**src/rtl/usb_tx_serializer.sv**
```systemverilog
// usb_tx_serializer: full-speed USB transmitter (SYNC, LSB-first data, bit stuffing, NRZI, EOP)
module usb_tx_serializer #(
    parameter int CLKS_PER_BIT = 4
) (
    input  logic       clk_48,
    input  logic       rst_n,
    input  logic       tx_start,
    input  logic [7:0] data_in,
    input  logic       data_in_valid,
    output logic       data_strobe,
    output logic       busy,
    output logic       tx_en,
    output logic       tx_j,
    output logic       tx_se0
);
    localparam int TW = $clog2(CLKS_PER_BIT);
    typedef enum logic [2:0] {IDLE, SYNC, DATA, EOP_SE0, EOP_J} state_t;
    state_t state, state_n;
    logic [TW-1:0] timer, timer_n;
    logic [2:0] bit_idx, bit_idx_n, ones, ones_n, ones_inc;
    logic [7:0] shreg, shreg_n;
    logic line, line_n, stuff, stuff_n;
    logic bit_end, sending, cur_bit, need_stuff, boundary, next_bit;
    always_comb begin
        bit_end = timer == TW'(CLKS_PER_BIT - 1);
        sending = state == SYNC || state == DATA;
        cur_bit = stuff ? 1'b0 : shreg[0];
        ones_inc = cur_bit ? ones + 3'd1 : 3'd0;
        need_stuff = ones_inc == 3'd6;
        boundary = stuff ? bit_idx == 3'd0 : bit_idx == 3'd7;
        next_bit = stuff ? shreg[0] : shreg[1];
        state_n = state;
        timer_n = (state == IDLE || bit_end) ? '0 : timer + TW'(1);
        bit_idx_n = bit_idx;
        ones_n = ones;
        shreg_n = shreg;
        line_n = line;
        stuff_n = stuff;
        data_strobe = 1'b0;
        tx_en = state != IDLE;
        busy = tx_en;
        tx_se0 = state == EOP_SE0;
        tx_j = sending ? line : 1'b1;
        if (state == IDLE) begin
            if (tx_start) begin
                state_n = SYNC;
                shreg_n = 8'h80;
                bit_idx_n = 3'd0;
                ones_n = 3'd0;
                stuff_n = 1'b0;
                line_n = 1'b0;
            end
        end else if (sending && bit_end) begin
            ones_n = ones_inc;
            if (need_stuff) begin
                stuff_n = 1'b1;
                line_n = ~line;
                shreg_n = shreg >> 1;
                bit_idx_n = bit_idx + 3'd1;
            end else if (boundary) begin
                stuff_n = 1'b0;
                bit_idx_n = 3'd0;
                if (data_in_valid) begin
                    data_strobe = 1'b1;
                    state_n = DATA;
                    shreg_n = data_in;
                    line_n = data_in[0] ? line : ~line;
                end else begin
                    state_n = EOP_SE0;
                end
            end else begin
                stuff_n = 1'b0;
                line_n = next_bit ? line : ~line;
                if (!stuff) begin
                    shreg_n = shreg >> 1;
                    bit_idx_n = bit_idx + 3'd1;
                end
            end
        end else if (state == EOP_SE0 && bit_end) begin
            bit_idx_n = bit_idx + 3'd1;
            state_n = bit_idx == 3'd1 ? EOP_J : EOP_SE0;
        end else if (state == EOP_J && bit_end) begin
            state_n = IDLE;
        end
    end
    always_ff @(posedge clk_48) begin
        if (!rst_n) begin
            state <= IDLE;
            timer <= '0;
            bit_idx <= 3'd0;
            ones <= 3'd0;
            shreg <= 8'h00;
            line <= 1'b1;
            stuff <= 1'b0;
        end else begin
            state <= state_n;
            timer <= timer_n;
            bit_idx <= bit_idx_n;
            ones <= ones_n;
            shreg <= shreg_n;
            line <= line_n;
            stuff <= stuff_n;
        end
    end
endmodule

```
**config.mk**
```make
export PLATFORM = sky130hd
export DESIGN_NAME = usb_tx_serializer
export DESIGN_NICKNAME = d
export VERILOG_FILES = /design/src/rtl/usb_tx_serializer.sv
export SDC_FILE = /design/constraint.sdc
export NUM_CORES = 1
export LEC_CHECK = 0
export CORE_MARGIN = 2
export CORE_UTILIZATION = 49
export DETAILED_ROUTE_END_ITERATION = 12
export GPL_TIMING_DRIVEN = 0
export PLACE_DENSITY = 0.75
export SYNTH_ARGS = -nofsm -noshare
export SYNTH_HDL_FRONTEND = slang
export SYNTH_SLANG_ARGS = --single-unit
```
**constraint.sdc**
```tcl
create_clock -name clk_48 -period 1.9 [get_ports clk_48]
set_clock_uncertainty 0.15 [all_clocks]
set_input_delay 0.19 -clock clk_48 [delete_from_list [all_inputs] [get_ports clk_48]]
set_output_delay 0.19 -clock clk_48 [all_outputs]
set_load 0.03 [all_outputs]
```
---- After elaboration in Yosys (flattened, before gate mapping) ----
Index checks and enable logic that the tools add are counted.
operators by class
  $add $sub $neg .......................... 3
  multiply operators ...................... 0
  divide/modulo/power cells ............... 0
  magnitude comparators ................... 0
  eq/ne operators ......................... 16
  shift-type cells ........................ 0
  mux-type cells .......................... 46
  bitwise operators ....................... 2
  reductions and logical operators ........ 17
operator list
  cell                                                   count
  2-to-1 mux 8 bit                                       7
  2-to-1 mux 3 bit                                       18
  2-to-1 mux 1 bit                                       21
  inequality test 4 x 3 -> 1 bit, second input constant  3
  equality test 3 bit, second input constant             3
  AND reduction 4 bit                                    2
  adder 3 x 1 -> 3 bit, second input constant            2
  equality test 3 x 1 -> 1 bit, second input constant    2
  equality test 3 x 2 -> 1 bit, second input constant    2
  zero test 3 bit                                        2
  inequality test 3 bit, second input constant           2
  nonzero test 3 bit                                     2
  inequality test 5 bit, second input constant           1
  AND reduction 5 bit                                    1
  inequality test 4 x 1 -> 1 bit, second input constant  1
  nonzero test 4 bit                                     1
  logical AND 1 bit                                      3
  AND reduction 3 bit                                    1
  adder 2 x 1 -> 2 bit, second input constant            1
  equality test 2 bit, second input constant             1
  logical OR 1 bit                                       2
  inequality test 2 bit, second input constant           1
  NOT 1 bit                                              2
  AND reduction 2 bit                                    1
  2 further kinds                                        2
word-level totals
  register bits ........................... 21
  latch bits .............................. 0
  RAM bits ................................ 0
  bits in read-only memories .............. 0
  input port bits ......................... 12
  output and inout bits ................... 5
  word-level logic and storage cells ...... 91
  memories ................................ 0

---- Logic depth before layout (Yosys ltp) ----
Gate-level depths: netlist of the first run.
  depth after elaboration ................. 7
  gate-level depth with buffers ........... 8
  mapped depth without buffers ............ 7

---- Least setup slack after synthesis of the first run ----
Ideal clock, no wire load.
  path kind ............................... flip-flop to flip-flop
  start point ............................. register ones[0]
  end point ............................... register shreg[0]
  library setup time ...................... 0.117 ns
  arrival time ............................ 1.642 ns
  required time ........................... 1.633 ns
  setup slack ............................. -0.009 ns
  cell stages (with the launch flop) ...... 8
  path buffers ............................ 1
  period minus slack after synthesis ...... 1.909 ns
  cell sequence ........................... dfxtp_1 > ha_1 > and4b_4 > a22o_4 > buf_6 > o211a_4 > nand3_4 > o2bb2ai_1
on the way
  longest elaborated chain between the ends .. 6
  elaborated cells between the ends (all ways) .. 9
  those cells by class .................... 1 x add/sub; 3 x eq/ne; 4 x mux; 1 x reduce/logical
ends and longest elaborated chain
  what                      RTL line  text
  from (decl)               20        logic [2:0] bit_idx, bit_idx_n, ones, ones_n, ones_inc;
  from (signal assigned)    99        ones <= ones_n;
  adder 3 x 1 -> 3 bit (*)  28        ones_inc = cur_bit ? ones + 3'd1 : 3'd0;
  2-to-1 mux 3 bit (*)      28
  equality test 3 bit (*)   29        need_stuff = ones_inc == 3'd6;
  2-to-1 mux 8 bit          55        if (need_stuff) begin
  2-to-1 mux 8 bit          53        end else if (sending && bit_end) begin
  2-to-1 mux 8 bit          44        if (state == IDLE) begin
  to (signal assigned)      100       shreg <= shreg_n;
  to (decl)                 21        logic [7:0] shreg, shreg_n;
Every way passes the cells marked *; elsewhere a longest branch is shown, timed or not. The select of a mux whose other input is x is not followed.
A chain may end at the register's enable or synchronous reset.

---- Final worst setup path of the first run ----
  start point ............................. register ones[1]
  end point ............................... output data_strobe
on the way
  longest elaborated chain between the ends .. 6
ends and longest elaborated chain
  what                  RTL line  text
  adder 3 x 1 -> 3 bit  28
  2-to-1 mux 3 bit      28
  equality test 3 bit   29
  2-to-1 mux 1 bit      55
  2-to-1 mux 1 bit      53
  2-to-1 mux 1 bit      44
  to (decl)             10        output logic data_strobe,
Every way passes these cells.

==> results of run 1 <==
-- flip-flops by register name, indices dropped and copies added (netlist names) --
register and count:
shreg 8, bit_idx 3, ones 3, state 3, timer 2, line 1, stuff 1
-- routing by layer --
| layer | vias up | wire (um) | global-route usage |
|---|---|---|---|
| li1 | 598 | - | - |
| met1 | 585 | 1420 | 0.260 |
| met2 | 38 | 1680 | 0.327 |
| met3 | 8 | 166 | 0.0317 |
| met4 | 0 | 61 | 0.0764 |
| met5 | - | 0 | 0 |
-- layout by cell type (no fill, tap or decap), types with 4 or more instances in the layout --
cell type                         synthesis  layout
sky130_fd_sc_hd__nor2_1                   9       9
sky130_fd_sc_hd__a21oi_1                  6       5
sky130_fd_sc_hd__dfxtp_2                  0       6
sky130_fd_sc_hd__buf_4                    2      13
sky130_fd_sc_hd__o2bb2ai_2                0       7
sky130_fd_sc_hd__nand2b_1                 9       7
sky130_fd_sc_hd__clkdlybuf4s50_1          0      10
sky130_fd_sc_hd__ha_4                     0       5
sky130_fd_sc_hd__nand2_1                 16      16
sky130_fd_sc_hd__mux2i_1                 14      14
sky130_fd_sc_hd__dfxtp_1                 21      13
sky130_fd_sc_hd__buf_6                    2       4
-- worst max-delay path by stage --
| stage | to | startpoint | slack [ps] | cells past startpoint |
|---|---|---|---|---|
| global route | data_strobe | ones[1]$_SDFFE_PN0P_ | -140 | 5 |
| CTS | data_strobe | ones[1]$_SDFFE_PN0P_ | -100 | 5 |
| global placement | data_strobe | timer[0]$_SDFF_PP0_ | -450 | 6 |
| finish | data_strobe | ones[1]$_SDFFE_PN0P_ | -90 | 5 |
| detailed placement | data_strobe | timer[0]$_SDFF_PP0_ | -450 | 6 |
| floorplan | shreg[0]$_SDFFE_PN0P_ | ones[0]$_SDFFE_PN0P_ | 10 | 7 |
-- stage by stage --
stage / utilization / hold WS [ps] / power (mW) / TNS [ps]
2_1_floorplan: - / 215 / 0.892 / 0
3_3_place_gp: 0.577 / 262 / 1.02 / -1160
3_5_place_dp: 0.577 / 276 / 1.04 / -1410
4_1_cts: 0.644 / 134 / 1.31 / -104
5_1_grt: 0.702 / 185 / 1.46 / -919
6_report: 0.702 / 147 / 1.38 / -351
-- cell type report --
cell class | instances | area [um2]
Buffer | 6 | 40.0
Clock buffer | 4 | 26.3
Fill cell | 208 | 808
Inverter | 5 | 26.3
Multi-Input combinational cell | 114 | 1090
Sequential cell | 21 | 435
Tap cell | 31 | 38.8
Timing Repair Buffer | 28 | 246
-- repair_timing --
item	4_1_cts	5_1_grt
gates resized for setup	42	28
pin swaps	12	12
gates cloned	0	0
endpoints found under the hold margin	0	0
endpoints found under the setup margin	16	18
setup buffers	9	4
-- report_power, final --
part / internal, mW / total [mW] / switching [mW]
Sequential: 0.484 / 0.527 / 0.0437
Combinational: 0.266 / 0.628 / 0.362
Clock: 0.0822 / 0.227 / 0.145
Total: 0.832 / 1.38 / 0.551
-- logic make-up (layout without fill, tap and decap cells) --
| kind of cell | count (synthesis) | in the layout | synth area share |
|---|---|---|---|
| compound gates | 31 | 31 | 0.190 |
| xor+xnor | 2 | 2 | 0.0182 |
| fa+ha+maj | 7 | 7 | 0.0637 |
| buf+inv | 13 | 43 | 0.0546 |
| flops | 21 | 21 | 0.306 |
| mux | 14 | 14 | 0.102 |
| simple gates | 60 | 60 | 0.265 |
==> results, run 1 <==
- The flow ran to the end, but the final reports show violations.
- The final reports fail on setup timing.
- The number of cells on the worst hold path is 2.
- The highest clock frequency the design can meet is 0.503 GHz.
- In the finished design, the share of the clock period the worst path needs comes to 1.05.
- The largest fanout of any net on the critical path is 3.
- The all-layer global routing usage is 0.198.
- The number of nets in the layout is 198.
- Setup repair after global routing could not meet its margin everywhere.
- The worst min-delay path class is input port to flop.
- The clock network latency to the later pin of the worst-skew pair is 320 ps.
- The total iterations of the first detailed-routing run is 4.
- The vias per cell is 5.88.
- Among all stages on the critical path, the largest delay is contributed by sky130_fd_sc_hd__dfxtp_2.
- Counting flops and latches in the post-synthesis netlist gives 21.
- The category of the worst setup path capture point is an output port.
- The antenna diode count is 0.
- After clock tree synthesis, the clock-pin slew on the worst setup and hold paths is 110 ps.
- The floorplan step set the die height to 57.0 um.
- The number of buffer and inverter instances along the worst setup path is 1.
- The post-route worst setup slack is -88.6 ps.
- Buffers placed on the I/O ports in this run total 15.
- The floorplan step defined a die boundary enclosing 3240 um2.
- The number of standard cells after synthesis is 148.
- From synthesis to final layout, the design area changed by 38.4%.
- The buffer cell driving the clock tree root is sky130_fd_sc_hd__clkbuf_4.
- Once placement completed, the tool counted placed cells totaling 194.
- The number of global-route vias before repair was 1123.
- The routed layout has 1229 vias.
- The total area inside the core boundary comes to 2710 um2.
- Counting flops with an async set or reset pin after synthesis yields a share of 0.
- Summing all placed instances gives a cell area of 1560 um2.
- The portion of the post-synthesis area used by sequential elements is 0.306.
- The mean routed wirelength per cell is 16.0 um.
- The launch point of the worst reg-to-reg path is ones[1]$_SDFFE_PN0P_.
- TritonCTS built the clock tree.
- The longest clock path from root to sink contains 2 buffers.
- The residual DRC count is 0.
- The worst slew margin relative to its limit is 0.633.
- The worst hold path terminates at line$_SDFFE_PN1P_.
- The final hold violation count is 0.
- The pin count of the biggest net entering global routing is 12.
- The leakage power is 0.741 nW.
- For the worst setup path, the data required time is 1560 ps.
- The total length of routed wires is 3340 um.
- The start point of the worst hold path is rst_n.
- The standard-cell row count is 19.
- Summed over all nets, the half-perimeter wirelength after detailed placement is 2080 um.
- The signal arrival time at the worst endpoint is 1650 ps.
- After synthesis, the cell types taking the most area are sky130_fd_sc_hd__dfxtp_1, sky130_fd_sc_hd__mux2i_1, sky130_fd_sc_hd__ha_1.
- The number of cells on the worst reg-to-reg path is 7.
- The cell class contributing the biggest share of worst-path delay is simple AND/OR/NAND/NOR gates.
- Walking the worst path, the cells encountered are ha_4 > and4b_4 > a22oi_4 > and3_4 > buf_6.
- Counting I/O delays and the setup requirement, the final critical path takes 1990 ps.
- sky130_fd_sc_hd__dfxtp_1 takes more of the synthesized area than any other cell.
- The wire length of the first global-routing pass is 5060 um.
- Timing analysis after detailed placement gives a worst setup slack of -454 ps.
- The measured slew at the worst slew-check pin is 551 ps.
- On the worst path, the slowest cell contributes a delay of 350 ps.
- The worst setup path is of the flop to output port kind.
- Setup violations remaining at the end of the flow were counted as 10.
- The tool flagged a number of max-cap violations equal to 0.
- The detailed router finished its first iteration with 32 violations.
- In this run the register-to-register setup slack is -40 ps.
- The number of routed nets with antenna violations is 0.
- The number of distinct library cells after synthesis is 45.
- Sorting the synthesized cells by how often they occur yields sky130_fd_sc_hd__dfxtp_1, sky130_fd_sc_hd__nand2_1, sky130_fd_sc_hd__mux2i_1.
- The worst register-to-register path ends at state[0]$_SDFFE_PN0P_.
- Of the cells placed in the final design, the portion with a size suffix greater than 1 is 0.393.
- A synthesized cell averages 9.28 um2.
- For this design the ratio of total power to cell area is 727 nW/um2.
- After global routing the overflow that remains totals 0.
- The horizontal die dimension is 57.0 um.
- The clock buffer count from CTS is 3.
- The number of enable-type register cells in the synthesized netlist is 0.
- The number of nets handed over by synthesis was 167.
- Routability-driven placement finished with a final weighted congestion of 0.891.
- The area of the mapped netlist is 1370 um2.
- The initial antenna violation count is 0.
- The final number of max-transition violations is 0.
- The Yosys step of the flow raised 0 warnings.
- The H-tree level count is 1.
- The critical path startpoint category is a flop.
- The area share of the largest cell type after synthesis is 0.306.
- The number of sinks on the clock net is 21.
- Once layout is complete, the cells apart from fillers number 209.
- The dominant cell by count in the synthesized netlist is sky130_fd_sc_hd__dfxtp_1.
- The worst IR drop on VDD is 0.634 mV.
- 17 I/O pins were placed.
- In the synthesized netlist the dominant register cell turns out to be sky130_fd_sc_hd__dfxtp_1.
- The initial standard-cell utilization of the core is 0.507.
- The number of hold buffers added after CTS was 0.
- After routing the design area is 1900 um2.
Power figures use the tool's default switching activity.
==> run 2: changes to the inputs <==
--- a/config.mk
+++ b/config.mk
@@ -5,6 +5,7 @@
 export SDC_FILE = /design/constraint.sdc
 export NUM_CORES = 1
 export LEC_CHECK = 0
+export CORE_ASPECT_RATIO = 1.25
 export CORE_MARGIN = 2
 export CORE_UTILIZATION = 49
 export DETAILED_ROUTE_END_ITERATION = 12
==> run 2 against run 1 <==
  * Via count increased by 0.90%
  * Combinational power barely moved
  * Core utilization is 1.4 points lower
  * Critical path depth up 1
  * Hold slack worse by 17 ps
  * Global-route usage increased by 0.77 points
  * Routed wire length shrank 2.4%
  * The run still ends with setup timing left
  * Sequential cell count stayed put
  * Final area is 3.1% lower
  * First-iteration DRC count rose by 31%
  * Sequential share of layout area grew 0.66 points
  * Register-to-register slack better by 20 ps
==> results, run 2 (same netlist as run 1, synthesis figures left out) <==
- The register with the highest flop count is shreg.
- The setup slack of the most critical reg-to-reg path was -20 ps (+20 ps).
- The power after layout is 1.37 mW (-0.57%).
- The all-layer global routing usage is 0.205 (+0.00766).
- The commonest non-fill, non-tap cell in the layout is sky130_fd_sc_hd__nand2_1.
- The share of layout cells above drive strength 1 is 0.346 (-0.0469).
- In the layout the commonest cells are sky130_fd_sc_hd__nand2_1, sky130_fd_sc_hd__buf_4, sky130_fd_sc_hd__mux2i_1, sky130_fd_sc_hd__dfxtp_1, sky130_fd_sc_hd__clkdlybuf4s50_1.
- The fraction of power consumed by combinational cells is 0.457 (+0.002).
- The final number of max-transition violations was 0 (unchanged).
- The switching fraction of total power is 0.386 (-0.0125).
- The H-tree level count came to 1 (unchanged).
- The number of failing setup endpoints in the final timing report is 2 (-8).
- The final period utilization came to 1.03 (-0.0142).
- Setup repair after global routing could not meet its margin everywhere.
- The flow ran to the end, but the final reports show violations.
- The leakage power was 0.728 nW (-1.7%).
- The total iterations of the first detailed-routing run is 6 (+2).
- The count of max-cap constraint violations is 0 (unchanged).
- The total congestion overflow after global routing is 0 (unchanged).
- The area of the die is 3250 um2 (about the same).
- The measured slew at the worst slew-check pin is 488 ps (-62.6 ps).
- The half-perimeter wire length after placement came to 2110 um (+1.6%).
- The setup slack after placement is -469 ps (-15.3 ps).
- The final reports fail on setup timing.
- The worst min-delay path class is input port to flop.
- The largest fanout of any net on the critical path came to 3 (unchanged).
- The post-route worst setup slack is -61.6 ps (+27.0 ps).
- STA classifies the critical path endpoint as an output port.
- The total via count in the routed design is 1240 (+0.90%).
- The clock buffer count from CTS is 3 (unchanged).
- The pin count of the biggest net entering global routing was 12 (unchanged).
- The number of nets in the layout is 199 (+0.51%).
- The worst slew margin relative to its limit is 0.675 (+0.0417).
- The antenna diode count is 0 (unchanged).
- The total length of routed wires is 3250 um (-2.4%).
- The worst IR drop on VDD is 0.460 mV (-27%).
- The horizontal die dimension was 51.4 um (-9.8%).
- The internal power consumption is 845 uW (+1.5%).
- The signal arrival time at the worst endpoint is 1620 ps (-30 ps).
- The vias per cell is 5.82 (-1.0%).
- The final critical-path required period is 1960 ps (-27.0 ps).
- The number of sinks on the clock net is 21 (unchanged).
- The number of global-route vias before repair is 1204 (+7.2%).
- The total power divided by cell area is 746 nW/um2 (+2.6%).
- The critical path startpoint category is a flop.
- The proportion of power drawn by flip-flops and latches is 0.382 (about the same).
- The die height is 63.2 um (+11%).
- The clock transition time at the flip-flop clock pins of the worst setup and hold paths is 120 ps (about the same).
- The TritonCTS clock tree is built.
- The standard-cell row count is 21 (+2).
- The highest clock frequency the design can meet is 0.510 GHz (+1.4%).
- The number of top-level pins was 17 (unchanged).
- The maximum buffer depth of the clock tree is 2 (unchanged).
- The residual DRC count was 0 (unchanged).
- The final hold violation count is 0 (unchanged).
- The number of routed nets with antenna violations is 0 (unchanged).
- The clock network latency to the later pin of the worst-skew pair was 310 ps (about the same).
- The kind of critical path is flop to output port.
- The number of flip-flops in the largest register was 8 (unchanged).
- In this run the clock root is driven by a sky130_fd_sc_hd__clkbuf_4.
- The initial antenna violation count is 0 (unchanged).
- The switching power of the nets is 530 uW (-3.7%).
- The final RePlAce weighted congestion came to 0.840 (-5.7%).
- The iteration-0 DRC count of the detailed router is 42 (+31%).
- From synthesis to final layout, the design area changed by 34.2%.
- The floorplan core area came to 2680 um2 (-1.1%).
- The power share of the clock group is 0.162 (-0.002).
- The wire length of the first global-routing pass came to 5150 um (+1.8%).
- The mean routed wirelength per cell is 15.3 um (-4.3%).
- The required time of the critical path is 1560 ps (about the same).
- The initial standard-cell utilization of the core is 0.513 (+0.00568).
- The total of buffers placed on input and output ports is 15 (unchanged).
[run 2: final cells by class]
class / instances / area [um2]
multi-input cells: 114 / 1020
fillers: 219 / 837
flip-flops and latches: 21 / 434
repair buffers: 29 / 254
plain buffers: 6 / 42.5
well taps: 34 / 42.5
clock buffers: 4 / 26.3
inverters: 5 / 23.8
[run 2: power by group through the flow]
stage | clock (mW) | sequential [mW] | combinational (mW)
3_3_place_gp | 0 | 0.513 | 0.510
3_5_place_dp | 0 | 0.516 | 0.521
4_1_cts | 0.226 | 0.518 | 0.580
2_1_floorplan | 0 | 0.509 | 0.383
6_report | 0.222 | 0.525 | 0.628
5_1_grt | 0.246 | 0.530 | 0.675
[run 2: stage by stage]
stage	instance area [um2]	setup TNS, ps	utilization	hold WS (ps)	instances
after floorplan	1370	0	-	215	148
after global placement	1570	-1120	0.585	262	197
after detailed placement	1570	-1400	0.585	273	197
after CTS	1750	-57.0	0.652	126	209
after global routing	1840	-188	0.688	141	213
final	1840	-78.6	0.688	130	213
[run 2: critical path, stage by stage (launching register included)]
cell	delay, ps
sky130_fd_sc_hd__dfxtp_4	390
sky130_fd_sc_hd__inv_4	60
sky130_fd_sc_hd__ha_4	130
sky130_fd_sc_hd__nand3b_1	180
sky130_fd_sc_hd__a22oi_4	210
sky130_fd_sc_hd__and3_4	210
sky130_fd_sc_hd__buf_6	120
[run 2: final timing paths]
check,start,endpoint,cells past startpoint
min,rst_n,line$_SDFFE_PN1P_,2
min reg2reg,timer[0]$_SDFF_PP0_,timer[0]$_SDFF_PP0_,1
max,bit_idx[0]$_SDFFE_PN0P_,data_strobe,6
max reg2reg,bit_idx[0]$_SDFFE_PN0P_,state[0]$_SDFFE_PN0P_,8
[run 2: what timing repair did]
item                       in CTS  in global routing
hold buffers                    0                  0
setup endpoints to repair      19                 16
gates resized for setup        37                 19
pin swaps                       9                  6
setup buffers                  10                  4
[run 2: layer usage]
layer | routed length, um | track usage | part of all wire
met1 | 1330 | 0.227 | 0.41
met2 | 1710 | 0.383 | 0.53
met3 | 127 | 0.0308 | 0.039
met4 | 84 | 0.0724 | 0.026
met5 | 0 | 0 | 0
